### config.mk
export PLATFORM = sky130hd
export DESIGN_NAME = hazard_scoreboard
export DESIGN_NICKNAME = d
export VERILOG_FILES = /design/src/rtl/hazard_scoreboard.sv
export SDC_FILE = /design/constraint.sdc
export NUM_CORES = 1
export LEC_CHECK = 0
export CORE_AREA = 2 2 64 66
export CTS_CLUSTER_DIAMETER = 200
export DETAILED_ROUTE_END_ITERATION = 8
export DIE_AREA = 0 0 66 68
export MAX_ROUTING_LAYER = met4
export PLACE_DENSITY_LB_ADDON = 0.1
export SLEW_MARGIN = 20
export SYNTH_ARGS = -nofsm -noshare
export SYNTH_HDL_FRONTEND = slang
export SYNTH_SLANG_ARGS = --single-unit
### constraint.sdc
create_clock -name clk -period 1.9 [get_ports clk]
set_input_delay 0.38 -clock clk [delete_from_list [all_inputs] [get_ports clk]]
set_output_delay 0.38 -clock clk [all_outputs]
set_load 0.005 [all_outputs]
### src/rtl/hazard_scoreboard.sv
// Hazard detection beside ID: tracks in-flight destinations in a shift scoreboard
// and stalls on RAW matches (or load-use only when forwarding) and multi-cycle ops.
module hazard_scoreboard #(
  parameter int unsigned ADDRESS_LEN_REG_FILE = 4,
  parameter int unsigned PIPE_DEPTH           = 2,
  parameter int unsigned FORWARD_EN           = 0,
  parameter int unsigned MC_LAT               = 3,
  parameter int unsigned STAT_W               = 16
) (
  input  logic                            clk,
  input  logic                            rst,
  input  logic                            flush,
  input  logic                            issue_valid,
  input  logic [ADDRESS_LEN_REG_FILE-1:0] src1,
  input  logic [ADDRESS_LEN_REG_FILE-1:0] src2,
  input  logic                            two_src,
  input  logic                            issue_wb_en,
  input  logic [ADDRESS_LEN_REG_FILE-1:0] issue_dest,
  input  logic                            issue_is_load,
  input  logic                            issue_multicycle,
  output logic                            hazard_detected,
  output logic                            mc_busy,
  output logic [STAT_W-1:0]               stall_cycles
);

  localparam int unsigned CNT_W = $clog2(MC_LAT);

  typedef enum logic {
    MC_IDLE,
    MC_BUSY
  } mc_state_e;

  logic [PIPE_DEPTH-1:0]           valid_q, valid_d;
  logic [ADDRESS_LEN_REG_FILE-1:0] dest_q [PIPE_DEPTH];
  logic [ADDRESS_LEN_REG_FILE-1:0] dest_d [PIPE_DEPTH];
  logic                            load0_q, load0_d;
  mc_state_e                       state_q, state_d;
  logic [CNT_W-1:0]                cnt_q, cnt_d;
  logic [STAT_W-1:0]               stall_q, stall_d;

  logic [PIPE_DEPTH-1:0] match;
  logic                  fwd_mode;
  logic                  data_hazard;
  logic                  accept;

  assign fwd_mode = (FORWARD_EN != 0);
  assign mc_busy  = (state_q == MC_BUSY);

  always_comb begin
    match = '0;
    for (int unsigned k = 0; k < PIPE_DEPTH; k++) begin
      match[k] = valid_q[k] & ((src1 == dest_q[k]) | (two_src & (src2 == dest_q[k])));
    end
  end

  // Only entry 0's load flag can ever cause a stall, so older entries do not keep one.
  assign data_hazard     = fwd_mode ? (match[0] & load0_q) : (|match);
  assign hazard_detected = !flush & (mc_busy | (issue_valid & data_hazard));
  assign accept          = issue_valid & !hazard_detected & !flush;
  assign stall_cycles    = stall_q;

  always_comb begin
    valid_d = valid_q;
    dest_d  = dest_q;
    load0_d = load0_q;
    if (flush) begin
      valid_d = '0;
    end else if (!mc_busy) begin
      for (int unsigned k = 1; k < PIPE_DEPTH; k++) begin
        valid_d[k] = valid_q[k-1];
        dest_d[k]  = dest_q[k-1];
      end
      valid_d[0] = accept & issue_wb_en;
      dest_d[0]  = issue_dest;
      load0_d    = accept & issue_wb_en & issue_is_load;
    end
  end

  always_comb begin
    state_d = state_q;
    cnt_d   = cnt_q;
    if (flush) begin
      state_d = MC_IDLE;
      cnt_d   = '0;
    end else begin
      case (state_q)
        MC_IDLE: begin
          if (accept & issue_multicycle) begin
            state_d = MC_BUSY;
            cnt_d   = CNT_W'(MC_LAT - 2);
          end
        end
        MC_BUSY: begin
          if (cnt_q == '0) begin
            state_d = MC_IDLE;
          end else begin
            cnt_d = cnt_q - 1'b1;
          end
        end
        default: begin
          state_d = MC_IDLE;
          cnt_d   = '0;
        end
      endcase
    end
  end

  always_comb begin
    stall_d = stall_q;
    if (hazard_detected && (stall_q != '1)) begin
      stall_d = stall_q + 1'b1;
    end
  end

  always_ff @(posedge clk or posedge rst) begin
    if (rst) begin
      valid_q <= '0;
      load0_q <= 1'b0;
      state_q <= MC_IDLE;
      cnt_q   <= '0;
      stall_q <= '0;
      for (int unsigned k = 0; k < PIPE_DEPTH; k++) begin
        dest_q[k] <= '0;
      end
    end else begin
      valid_q <= valid_d;
      load0_q <= load0_d;
      state_q <= state_d;
      cnt_q   <= cnt_d;
      stall_q <= stall_d;
      for (int unsigned k = 0; k < PIPE_DEPTH; k++) begin
        dest_q[k] <= dest_d[k];
      end
    end
  end

endmodule

==> out/qor.txt, run 1 <==
Slew Viols, Final -> 0
CP Capture Type -> output port
final worst setup slack -> -0.149 ns
global-route wire length before repair -> 6610 um
Tot Pwr -> 0.00182 W
post-synthesis mux area share -> 0.0743
FP Rows -> 23
H-tree depth -> 2
Maximum Capacitance Violations -> 0
commonest cells in the netlist -> dfrtp_1, xnor2_1, xor2_1
Setup TNS -> -1.29 ns
pin count of the biggest net entering global routing -> 30
Die Y -> 68 um
CORE AREA -> 3860 um2
EDFF count, synth -> 0
final setup fails -> 19
FMAX -> 0.488 GHz
I/O Pins -> 38
most instantiated library cell after synthesis -> dfrtp_1
Routed Antenna Nets -> 0
crit path time final -> 2.05 ns
total track usage -> 0.202
Fillers -> 311
Final Skew -> 0.0104 ns
CTS Buf Count -> 5
Post-Route WL -> 4120 um
sequential-to-total area share from yosys stat -> 0.444
Static Leakage -> 1.11 nW
Crit path required time -> 1.52 ns
crit path kind -> register to output port
Cell Count, Final, Fillers Out -> 267
VDD IR max -> 0.613 mV
Layout Nets -> 238
outcome -> finished, violations left
Synth area leaders -> dfrtp_1, xnor2_1, o211ai_2
Die Width -> 66 um
Initial Utilization -> 0.424
Worst Tran Pin Value -> 0.389 ns
Post-Syn Area -> 1630 um2
crit share post-route -> 1.08
GP Congestion -> 0.871
FFs w/ async S/R, synth -> 1.00
critical path peak fanout -> 2
drt via density -> 5.12
GRT overflow -> 0
initial antenna violation count -> 0
root buf cell -> clkbuf_8
combinational family with the most area after synthesis -> XOR/XNOR gates
Max stage delay on crit path -> 0.39 ns
Port-buffer cells -> 36
Hold WS -> 0.467 ns
CTS tree -> done
Area growth syn-to-layout -> 58.0%
syn avg cell area -> 11.0 um2
drt drc -> 0
Unique masters post-synth -> 34
Clock transition at path regs -> 0.07 ns
placed insts -> 253
layout cells sized above 1 -> 0.392
cell count after synthesis -> 148
via count -> 1,368
RSZ-0062 raised after global routing -> yes
failing checks -> setup timing
per-cell routed wire length -> 15.4 um
Die ar. -> 4490 um2
xor/xnor share of the synthesized area -> 0.161
synthesized flop and latch total -> 29
Detail Placement HPWL -> 2730 um
Worst EP arrival -> 1.67 ns
slowest stage cell on the critical path -> dfrtp_1
CP Launch Type -> register
n_diodes -> 0
Clock Latency Late Sink -> 0.28 ns
CP cell instances -> buf_6, xnor2_4, nand3_2, nor4_4, o41ai_2, a21oi_1, buf_2
Synth Area in Compound Gates -> 0.138
Slew Limit Headroom -> 0.740
clock sink count -> 29
Synth Area in Adders -> 0.0153
drt first pass iters -> 4
initial drt markers -> 55
Final Hold Vio Count -> 0
Yosys top cell by area -> dfrtp_1
syn nets -> 170
synth warn -> 0
PD cells -> 707 nW/um2
Max clock buf depth -> 2
Hold Path Class -> input pin to async pin
vias in the first global route -> 1,396
Synth top area share -> 0.444
Post-Synth Simple-Gate Area -> 0.123
Top FF cell, synth -> dfrtp_1
## sequential cells by signal (all words and copies together) (netlist names)
register	cells
cnt_q	2
dest_q	8
mc_busy	1
stall_cycles	16
valid_q	2
## what timing repair did
item / 4_1_cts / 5_1_grt
pin swaps: 19 / 26
gates cloned: 1 / 0
endpoints found under the setup margin: 21 / 21
hold buffers: 0 / 0
resized for setup: 39 / 21
setup buffers: 3 / 3
## per-stage QoR
step / cell area [um2] / worst slack, ns / util
after CTS: 2460 / -0.141 / 0.638
after global placement: 2210 / -0.707 / 0.574
after global routing: 2580 / -0.279 / 0.669
after detailed placement: 2210 / -0.724 / 0.574
after floorplan: 1640 / 0.0129 / -
final: 2580 / -0.149 / 0.669
## kinds of logic (layout without fill, tap and decap cells)
kind of cell / Yosys count / after routing
AND/OR/NAND/NOR: 40 / 40
XOR/XNOR: 30 / 30
flip-flops: 29 / 29
AO/OA/AOI/OAI: 23 / 23
buffers and inverters: 13 / 82
multiplexers: 11 / 11
adder cells (fa/ha/maj): 2 / 2
## final cells by class
type / instances / area (um2) / share of cell area
inverter: 7 / 26.3 / 0.0102
tap: 50 / 62.6 / 0.0242
timing repair buffer: 67 / 626 / 0.242
clock inverter: 1 / 5.00 / 0.00194
clock buffer: 7 / 96.3 / 0.0373
multi-input combinational: 106 / 1040 / 0.402
sequential: 29 / 727 / 0.282
## per-layer routing
| metal | vias to the layer above | wire (um) | GRT usage |
|---|---|---|---|
| met3 | 7 | 143 | 0.0510 |
| met4 | 0 | 74 | 0.0765 |
| met2 | 27 | 2070 | 0.311 |
| li1 | 664 | - | - |
| met5 | - | 0 | - |
| met1 | 670 | 1830 | 0.260 |
## placed cells by master (no fill, tap or decap), types with 8 or more instances in the layout
cell type / instances
dfrtp_1: 28
mux2_2: 8
xor2_1: 9
clkdlybuf4s50_1: 26
o211ai_2: 9
nor2_1: 11
buf_6: 9
buf_4: 20
dlygate4sd2_1: 9
xnor2_1: 15
## power by group
group          switching (W)  internal [W]  total, W
clock network       0.000228      0.000327  0.000555
registers          0.0000653      0.000681  0.000746
logic               0.000227      0.000296  0.000524
total               0.000521       0.00130   0.00182
## path summary, 6_finish.rpt
check	startpoint	to	slack, ns	depth (start not counted)
max in group asynchronous	rst	dest_q[5]$_DFFE_PP0P_	1.14	3
hold reg to reg	stall_cycles[15]$_DFFE_PP0P_	stall_cycles[15]$_DFFE_PP0P_	0.49	1
setup reg to reg	dest_q[2]$_DFFE_PP0P_	stall_cycles[1]$_DFFE_PP0P_	-0.15	8
hold / removal	rst	dest_q[0]$_DFFE_PP0P_	0.47	3
setup / recovery	dest_q[2]$_DFFE_PP0P_	hazard_detected	-0.15	7
min in group clk	stall_cycles[15]$_DFFE_PP0P_	stall_cycles[15]$_DFFE_PP0P_	0.49	1
## critical path, delay by kind of cell, from the launching register on
kind	cells	cell delay [ns]
AOI/OAI and AO/OA	2	0.49
xor gates and xnor gates	1	0.11
buffers and inverters	2	0.27
DFF	1	0.39
and+or+nand+nor	2	0.14
(Power assumes the default switching activity.)
==> inputs of run 2 (changes only) <==
- CORE_AREA: 2 2 64 66 -> 2 2 61 63
- DIE_AREA: 0 0 66 68 -> 0 0 63 65
- clock period: 1.9 -> 2.25 ns (I/O delays scaled with it)
==> run 2 against run 1 <==
The run still ends with setup timing left. Design area is 10% lower. Wire length is 8.4% lower. Non-clock buffer count is 14 lower. Global-route usage is 1.4 points higher.
==> out/qor.txt, run 2 (synthesized netlist as in run 1, its figures left out) <==
outcome -> finished, violations left
failing checks -> setup timing
multi-input logic area -> 958 um2
RSZ-0062 raised after global routing -> yes
register area -> 726 um2
drt via density -> 5.16
I/O Pins -> 38
vias in the first global route -> 1,400
Die ar. -> 4100 um2
GRT overflow -> 0
Fillers -> 291
Final Hold Vio Count -> 0
Area growth syn-to-layout -> 41.6%
CTS Buf Count -> 5
Die Y -> 65 um
Sw Ratio -> 0.299
per-cell routed wire length -> 15.0 um
pin count of the biggest net entering global routing -> 30
H-tree depth -> 2
Clock transition at path regs -> 0.10 ns
via count -> 1,295
crit path time final -> 2.26 ns
placed insts -> 240
NetSw -> 0.000400 W
drt first pass iters -> 4
CP Capture Type -> output port
Hold Path Class -> input pin to async pin
layout cells sized above 1 -> 0.281
r2r setup slk -> 0.08 ns
Port-buffer cells -> 36
Die Width -> 63 um
Clock Latency Late Sink -> 0.32 ns
drt drc -> 0
PD cells -> 578 nW/um2
FP Rows -> 22
most common cell after layout, fill and taps aside -> dfrtp_1
Post-Route WL -> 3770 um
Detail Placement HPWL -> 2700 um
initial antenna violation count -> 0
crit share post-route -> 1.00
VDD IR max -> 0.507 mV
most frequent cells in the layout -> dfrtp_1, clkdlybuf4s50_1, xnor2_1
n_diodes -> 0
final worst setup slack -> -0.00672 ns
CORE AREA -> 3500 um2
sequential share of power -> 0.483
root buf cell -> clkbuf_4
Core Util, Final -> 0.662
Cell Count, Final, Fillers Out -> 251
final setup fails -> 1
critical path peak fanout -> 3
initial drt markers -> 80
Comb pwr share -> 0.246
total track usage -> 0.217
Routed Antenna Nets -> 0
CTS tree -> done
Worst Tran Pin Value -> 0.344 ns
Worst EP arrival -> 1.81 ns
global-route wire length before repair -> 6640 um
CP Launch Type -> register
Static Leakage -> 1.00 nW
internal power -> 0.000937 W
FMAX -> 0.443 GHz
Slew Viols, Final -> 0
Initial Utilization -> 0.467
power share of the clock group -> 0.271
Post-CTS Hold Buffers -> 0
crit path kind -> register to output port
Crit path required time -> 1.80 ns
Max clock buf depth -> 2
Slew Limit Headroom -> 0.765
clock sink count -> 29
Layout Nets -> 224
Maximum Capacitance Violations -> 0
max reg flops -> 16
Final Skew -> 0.0109 ns
GP Congestion -> 0.809
[run 2: final timing paths]
path	from	end	cells after the start
max reg2reg	dest_q[3]$_DFFE_PP0P_	stall_cycles[8]$_DFFE_PP0P_	6
min	rst	valid_q[0]$_DFFE_PP0N_	3
min reg2reg	stall_cycles[15]$_DFFE_PP0P_	stall_cycles[15]$_DFFE_PP0P_	1
max in group asynchronous	rst	stall_cycles[15]$_DFFE_PP0P_	3
max	dest_q[4]$_DFFE_PP0P_	hazard_detected	6
min in group clk	stall_cycles[15]$_DFFE_PP0P_	stall_cycles[15]$_DFFE_PP0P_	1
[run 2: per-stage QoR]
stage	power [W]	setup TNS [ns]	hold slack, ns	setup WS [ns]	area [um2]
global placement	0.000920	-5.01	0.483	-0.501	2120
detailed placement	0.000937	-5.46	0.486	-0.535	2120
CTS	0.00132	0	0.497	0.0674	2230
global route	0.00142	-0.308	0.531	-0.117	2310
floorplan	0.000791	0	0.480	0.300	1630
finish	0.00134	-0.00672	0.488	-0.00672	2310
[run 2: per-layer routing]
metal	GRT usage	vias up	wire length (um)
met5	-	-	0
met4	0.0611	0	31
met3	0.0642	4	162
met2	0.331	30	1840
met1	0.281	631	1740
li1	-	630	-
[run 2: cell type report]
| cell class | instances | area share |
|---|---|---|
| clock buffers | 7 | 0.0281 |
| flip-flops and latches | 29 | 0.314 |
| multi-input cells | 106 | 0.414 |
| inverters | 7 | 0.0114 |
| well taps | 48 | 0.0260 |
| clock inverters | 1 | 0.00216 |
| repair buffers | 53 | 0.204 |
[run 2: power groups by stage]
| stage | clock (W) | combinational [W] | sequential [W] |
|---|---|---|---|
| after floorplan | 0 | 0.000152 | 0.000638 |
| after global placement | 0 | 0.000273 | 0.000647 |
| after detailed placement | 0 | 0.000286 | 0.000651 |
| after CTS | 0.000375 | 0.000301 | 0.000641 |
| after global routing | 0.000402 | 0.000361 | 0.000658 |
| final | 0.000363 | 0.000328 | 0.000646 |
[run 2: timing repair]
| item | CTS | global route |
|---|---|---|
| endpoints found under the hold margin | 0 | 0 |
| setup buffers | 2 | 1 |
| gates resized for setup | 18 | 9 |
| pin swaps | 5 | 3 |
| setup endpoints to repair | 1 | 4 |
[run 2: worst max-delay path, stage by stage (launching register included)]
cell	delay (ns)
dfrtp_1	0.43
xnor2_1	0.16
nand2_1	0.11
nor4_4	0.38
o41ai_4	0.11
a21oi_1	0.15
buf_2	0.14
